### src/rtl/mips_multicycle_ctrl.sv
// Moore-FSM main controller for the multicycle MIPS datapath (R-type, lw, sw, beq, addi, j).
// Optional bne support is built when MCCTRL_BNE_EN is defined (adds OP_BNE and BranchNe).
module mips_multicycle_ctrl #(
  parameter int unsigned          OPCODE_W = 6,
  parameter int unsigned          STATE_W  = 4,
  parameter logic [OPCODE_W-1:0]  OP_RTYPE = 6'h00,
  parameter logic [OPCODE_W-1:0]  OP_LW    = 6'h23,
  parameter logic [OPCODE_W-1:0]  OP_SW    = 6'h2B,
  parameter logic [OPCODE_W-1:0]  OP_BEQ   = 6'h04,
  parameter logic [OPCODE_W-1:0]  OP_ADDI  = 6'h08,
  parameter logic [OPCODE_W-1:0]  OP_J     = 6'h02
`ifdef MCCTRL_BNE_EN
  , parameter logic [OPCODE_W-1:0] OP_BNE  = 6'h05
`endif
) (
  input  logic                clk,
  input  logic                rst_n,
  input  logic [OPCODE_W-1:0] opcode,
  output logic                IorD,
  output logic                MemWrite,
  output logic                IRWrite,
  output logic                RegDst,
  output logic                MemtoReg,
  output logic                RegWrite,
  output logic                ALUSrcA,
  output logic [1:0]          ALUSrcB,
  output logic [1:0]          ALUOp,
  output logic [1:0]          PCSrc,
  output logic                Branch,
  output logic                PCWrite,
  output logic [STATE_W-1:0]  state,
  output logic                illegal_op
`ifdef MCCTRL_BNE_EN
  , output logic              BranchNe
`endif
);

  typedef enum logic [STATE_W-1:0] {
    FETCH, DECODE, MEMADR, MEMRD, MEMWB, MEMWR, EXEC, ALUWB,
    BEQ, ADDIEX, ADDIWB, JUMP
`ifdef MCCTRL_BNE_EN
    , BNE
`endif
  } state_t;

  typedef struct packed {
    logic       iord;
    logic       memwrite;
    logic       irwrite;
    logic       regdst;
    logic       memtoreg;
    logic       regwrite;
    logic       alusrca;
    logic [1:0] alusrcb;
    logic [1:0] aluop;
    logic [1:0] pcsrc;
    logic       branch;
    logic       pcwrite;
`ifdef MCCTRL_BNE_EN
    logic       branchne;
`endif
  } ctrl_t;

  state_t                cur;
  state_t                nxt;
  ctrl_t                 ctrl_q;
  logic [OPCODE_W-1:0]   op_q;
  logic                  illegal_q;
  logic                  bad_op;

  function automatic ctrl_t decode(input state_t s);
    ctrl_t c;
    c = '0;
    case (s)
      FETCH: begin
        c.alusrcb = 2'b01;
        c.irwrite = 1'b1;
        c.pcwrite = 1'b1;
      end
      DECODE:  c.alusrcb = 2'b11;
      MEMADR: begin
        c.alusrca = 1'b1;
        c.alusrcb = 2'b10;
      end
      MEMRD:   c.iord = 1'b1;
      MEMWB: begin
        c.memtoreg = 1'b1;
        c.regwrite = 1'b1;
      end
      MEMWR: begin
        c.iord     = 1'b1;
        c.memwrite = 1'b1;
      end
      EXEC: begin
        c.alusrca = 1'b1;
        c.aluop   = 2'b10;
      end
      ALUWB: begin
        c.regdst   = 1'b1;
        c.regwrite = 1'b1;
      end
      BEQ: begin
        c.alusrca = 1'b1;
        c.aluop   = 2'b01;
        c.pcsrc   = 2'b01;
        c.branch  = 1'b1;
      end
      ADDIEX: begin
        c.alusrca = 1'b1;
        c.alusrcb = 2'b10;
      end
      ADDIWB:  c.regwrite = 1'b1;
      JUMP: begin
        c.pcsrc   = 2'b10;
        c.pcwrite = 1'b1;
      end
`ifdef MCCTRL_BNE_EN
      BNE: begin
        c.alusrca  = 1'b1;
        c.aluop    = 2'b01;
        c.pcsrc    = 2'b01;
        c.branchne = 1'b1;
      end
`endif
      default: c = '0;
    endcase
    return c;
  endfunction

  always_comb begin
    nxt    = FETCH;
    bad_op = 1'b0;
    case (cur)
      FETCH:  nxt = DECODE;
      DECODE: begin
        if (opcode == OP_LW || opcode == OP_SW) nxt = MEMADR;
        else if (opcode == OP_RTYPE)            nxt = EXEC;
        else if (opcode == OP_BEQ)              nxt = BEQ;
        else if (opcode == OP_ADDI)             nxt = ADDIEX;
        else if (opcode == OP_J)                nxt = JUMP;
`ifdef MCCTRL_BNE_EN
        else if (opcode == OP_BNE)              nxt = BNE;
`endif
        else begin
          nxt    = FETCH;
          bad_op = 1'b1;
        end
      end
      // opcode may have moved on by now; use the copy captured in DECODE
      MEMADR: nxt = (op_q == OP_LW) ? MEMRD : MEMWR;
      MEMRD:  nxt = MEMWB;
      EXEC:   nxt = ALUWB;
      ADDIEX: nxt = ADDIWB;
      default: nxt = FETCH;
    endcase
  end

  // Outputs are registered as the decode of the state being entered, so they
  // stay a pure function of the current state.
  always_ff @(posedge clk) begin
    if (!rst_n) begin
      cur       <= FETCH;
      ctrl_q    <= decode(FETCH);
      illegal_q <= 1'b0;
      op_q      <= '0;
    end else begin
      cur    <= nxt;
      ctrl_q <= decode(nxt);
      if (bad_op) illegal_q <= 1'b1;
      if (cur == DECODE) op_q <= opcode;
    end
  end

  // Write enables are gated by rst_n so an abandoned instruction never commits.
  assign IorD       = ctrl_q.iord;
  assign MemWrite   = ctrl_q.memwrite & rst_n;
  assign IRWrite    = ctrl_q.irwrite & rst_n;
  assign RegDst     = ctrl_q.regdst;
  assign MemtoReg   = ctrl_q.memtoreg;
  assign RegWrite   = ctrl_q.regwrite & rst_n;
  assign ALUSrcA    = ctrl_q.alusrca;
  assign ALUSrcB    = ctrl_q.alusrcb;
  assign ALUOp      = ctrl_q.aluop;
  assign PCSrc      = ctrl_q.pcsrc;
  assign Branch     = ctrl_q.branch & rst_n;
  assign PCWrite    = ctrl_q.pcwrite & rst_n;
  assign state      = cur;
  assign illegal_op = illegal_q;
`ifdef MCCTRL_BNE_EN
  assign BranchNe   = ctrl_q.branchne & rst_n;
`endif

endmodule

### config.mk
export PLATFORM = sky130hd
export DESIGN_NAME = mips_multicycle_ctrl
export DESIGN_NICKNAME = d
export VERILOG_FILES = /design/src/rtl/mips_multicycle_ctrl.sv
export SDC_FILE = /design/constraint.sdc
export NUM_CORES = 1
export LEC_CHECK = 0
export ABC_AREA = 1
export CAP_MARGIN = 30
export CORE_MARGIN = 3
export CORE_UTILIZATION = 39
export DETAILED_ROUTE_END_ITERATION = 7
export PLACE_DENSITY = 0.65
export SLEW_MARGIN = 20
export SYNTH_ARGS = -nofsm -noshare
export SYNTH_HDL_FRONTEND = slang
export SYNTH_SLANG_ARGS = --single-unit
### constraint.sdc
create_clock -name clk -period 1.8 [get_ports clk]
set_clock_uncertainty 0.05 [all_clocks]
set_input_delay 0.18 -clock clk [delete_from_list [all_inputs] [get_ports clk]]
set_output_delay 0.18 -clock clk [all_outputs]
set_load 0.005 [all_outputs]
==> summary.md <==
| Metric | Value |
|---|---|
| Slack of the critical path | `0.231 ns` |
| Final Non-Filler Cells | `211` |
| Worst Tran Pin Value | `0.330 ns` |
| Worst path bufs/invs | `1` |
| Synth cell types | `22` |
| Number of global-route vias before repair | `950` |
| IO Count | `28` |
| Largest vdd supply drop | `0.000529 V` |
| Syn nets | `164` |
| Pwr dens | `662 nW/um^2` |
| Die outline height | `59.4 um` |
| Period utilization | `87.2%` |
| Root buffer cell | `clkbuf_4` |
| Die Wd | `59.4 um` |
| Worst min-delay path class | `in -> reg` |
| Worst-path clk slew | `0.11 ns` |
| Wire length per cell | `10.6 um` |
| Fin. max-slew vios | `0` |
| FF+latch count, synth | `24` |
| Netlist Area Pre-Place | `1110 um^2` |
| Area of the core | `2590 um^2` |
| CP required | `1.57 ns` |
| Post-Syn Area per Cell | `7.13 um^2` |
| Max Freq | `637 MHz` |
| Clk buf depth | `2` |
| CP Max Fanout | `5` |
| Max Cap Violations | `0` |
| Gpl congestion | `0.872` |
| Worst-skew pair later-pin latency | `0.30 ns` |
| Synth warn | `0` |
| CTS H-tree lvls | `1` |
| Pin count of the biggest net entering global routing | `13` |
| Fill cells | `253` |
| DRC | `0` |
| Storage cell area | `480 um^2` |
| Nets | `191` |
| Row cnt | `18` |
| DR pass1 iterations | `4` |
| Vias | `983` |
| Hold Vio Cnt, Final | `0` |
| Setup WS pre-CTS | `-0.00245 ns` |
| Part of the Yosys area used for sequential elements | `43.2%` |
| Gr usage total | `14.8%` |
| Total gr overflow | `0` |
| Antenna violations before repair | `0` |
| Detail Route Antenna Nets | `0` |
| Crit path kind | `reg -> out` |
| Starting density of the core | `42.9%` |
| CTS tree | `done` |
| Global-route wire length before repair | `3.98 mm` |
| Post-Place Cells | `208` |
| N_diodes | `0` |
| Via density | `4.66` |
| Min cycle time layout | `1.57 ns` |
| Critical path, cell by cell | `clkdlybuf4s50_1` |
| CTS buffer count | `3` |
| Die footprint | `3530 um^2` |
| Hpwl dp | `1.82 mm` |
| Critical Path End Type | `output pin` |
| Multi-input gate area | `465 um^2` |
| Status | `complete, no violations` |
| Max-slew headroom | `77.9%` |
| Crit-path max cell delay | `0.56 ns` |
| RSZ-0062 raised after global routing | `false` |
| Post-CTS setup buffers | `0` |
| Worst Setup Start Kind | `flip-flop` |
| Mapped Cells | `156` |
| Crit path DAT | `1.34 ns` |
| Layout cell share with drive strength beyond 1 | `13.3%` |
| Area grow syn2layout | `26.8%` |
| Final wirelength | `2.23 mm` |
| Endpoints failing setup | `0` |
| Leak pwr | `0.000662 uW` |
| Clk sink count | `24` |
| Port buffer count | `27` |
| Initial drt markers | `35` |
| Largest delay contributor family on the critical path | `buffers and inverters` |
| Slowest stage cell, crit path | `clkdlybuf4s50_1` |
==> Yosys cell counts (all sizes together) <==
library cell | n | share of area [%]
inv | 26 | 8.8
nor4 | 1 | 1.1
dfxtp | 24 | 43
buf | 8 | 5.5
a31oi | 1 | 0.56
a21oi | 5 | 3.3
nor2 | 32 | 11
nor3 | 5 | 3.7
clkbuf | 1 | 0.34
clkinv | 1 | 0.34
o21ai | 6 | 2.7
nand3 | 19 | 9.0
nand2 | 27 | 10
==> state kept, by name, indices dropped and copies added (netlist names) <==
signal,cells
ALUOp,1
ALUSrcA,1
ALUSrcB,2
IorD,1
MemtoReg,1
PCSrc,1
RegDst,1
ctrl_q,5
illegal_op,1
op_q,6
state,4
==> kinds of logic after synthesis <==
family,synth area share (%)
simple gates,35.3
flops,43.2
compound gates,6.53
buf+inv,15.0
==> path summary, 6_finish.rpt <==
kind / start / end / slack (ns) / cells after the start
hold reg to reg: illegal_op / illegal_op / 0.46 / 2
setup / recovery: state[1] / state[1] / 0.23 / 1
hold / removal: rst_n / ctrl_q[12] / 0.19 / 2
setup reg to reg: state[0] / ALUSrcB[1] / 0.26 / 11
==> cells in the final DEF, fill, tap and decap left out, drive strengths merged <==
cell type	synthesis	routed
a21oi	5	5
a31oi	1	1
buf	8	4
clkbuf	1	3
clkdlybuf4s50	0	26
clkinv	1	1
dfxtp	24	24
dlymetal6s2s	0	1
inv	26	26
nand2	27	27
nand3	19	19
nor2	32	32
nor3	5	5
nor4	1	1
o21ai	6	6
==> timing repair <==
action	4_1_cts	5_1_grt
endpoints found under the setup margin	0	3
gates resized for setup	0	1
hold buffers	0	0
==> metal layers <==
layer  up-vias  part of all wire, %  track usage [%]  routed length (um)
met3         4                  6.6             3.92                 147
met5         -                    0                0                   0
met1       432                   47             19.9                1050
met4         0                  1.1             4.85                  25
li1        526                    -                -                   -
met2        21                   45             22.8                1010
==> stage by stage <==
step / total power, uW / utilization [%] / TNS, ns / hold slack (ns) / cell area (um^2)
floorplan: 669 / - / 0 / 0.265 / 1110
global placement: 729 / 53.5 / 0 / 0.416 / 1390
detailed placement: 731 / 53.5 / -0.00245 / 0.410 / 1390
CTS: 950 / 54.3 / 0 / 0.436 / 1410
global route: 990 / 54.4 / 0 / 0.235 / 1410
finish: 933 / 54.4 / 0 / 0.194 / 1410
==> power by group <==
group / internal (uW) / switching (uW)
combinational: 69.3 / 78.0
sequential: 557 / 14.1
clock: 78.0 / 137
==> final cells by class <==
cell class	instances	share of cell area (%)
Clock buffer	3	1.60
Sequential cell	24	34.1
Multi-Input combinational cell	96	33.0
Timing Repair Buffer	31	21.5
Tap cell	30	2.66
Inverter	27	7.19
No activity file was read; power rests on OpenSTA's default activity.
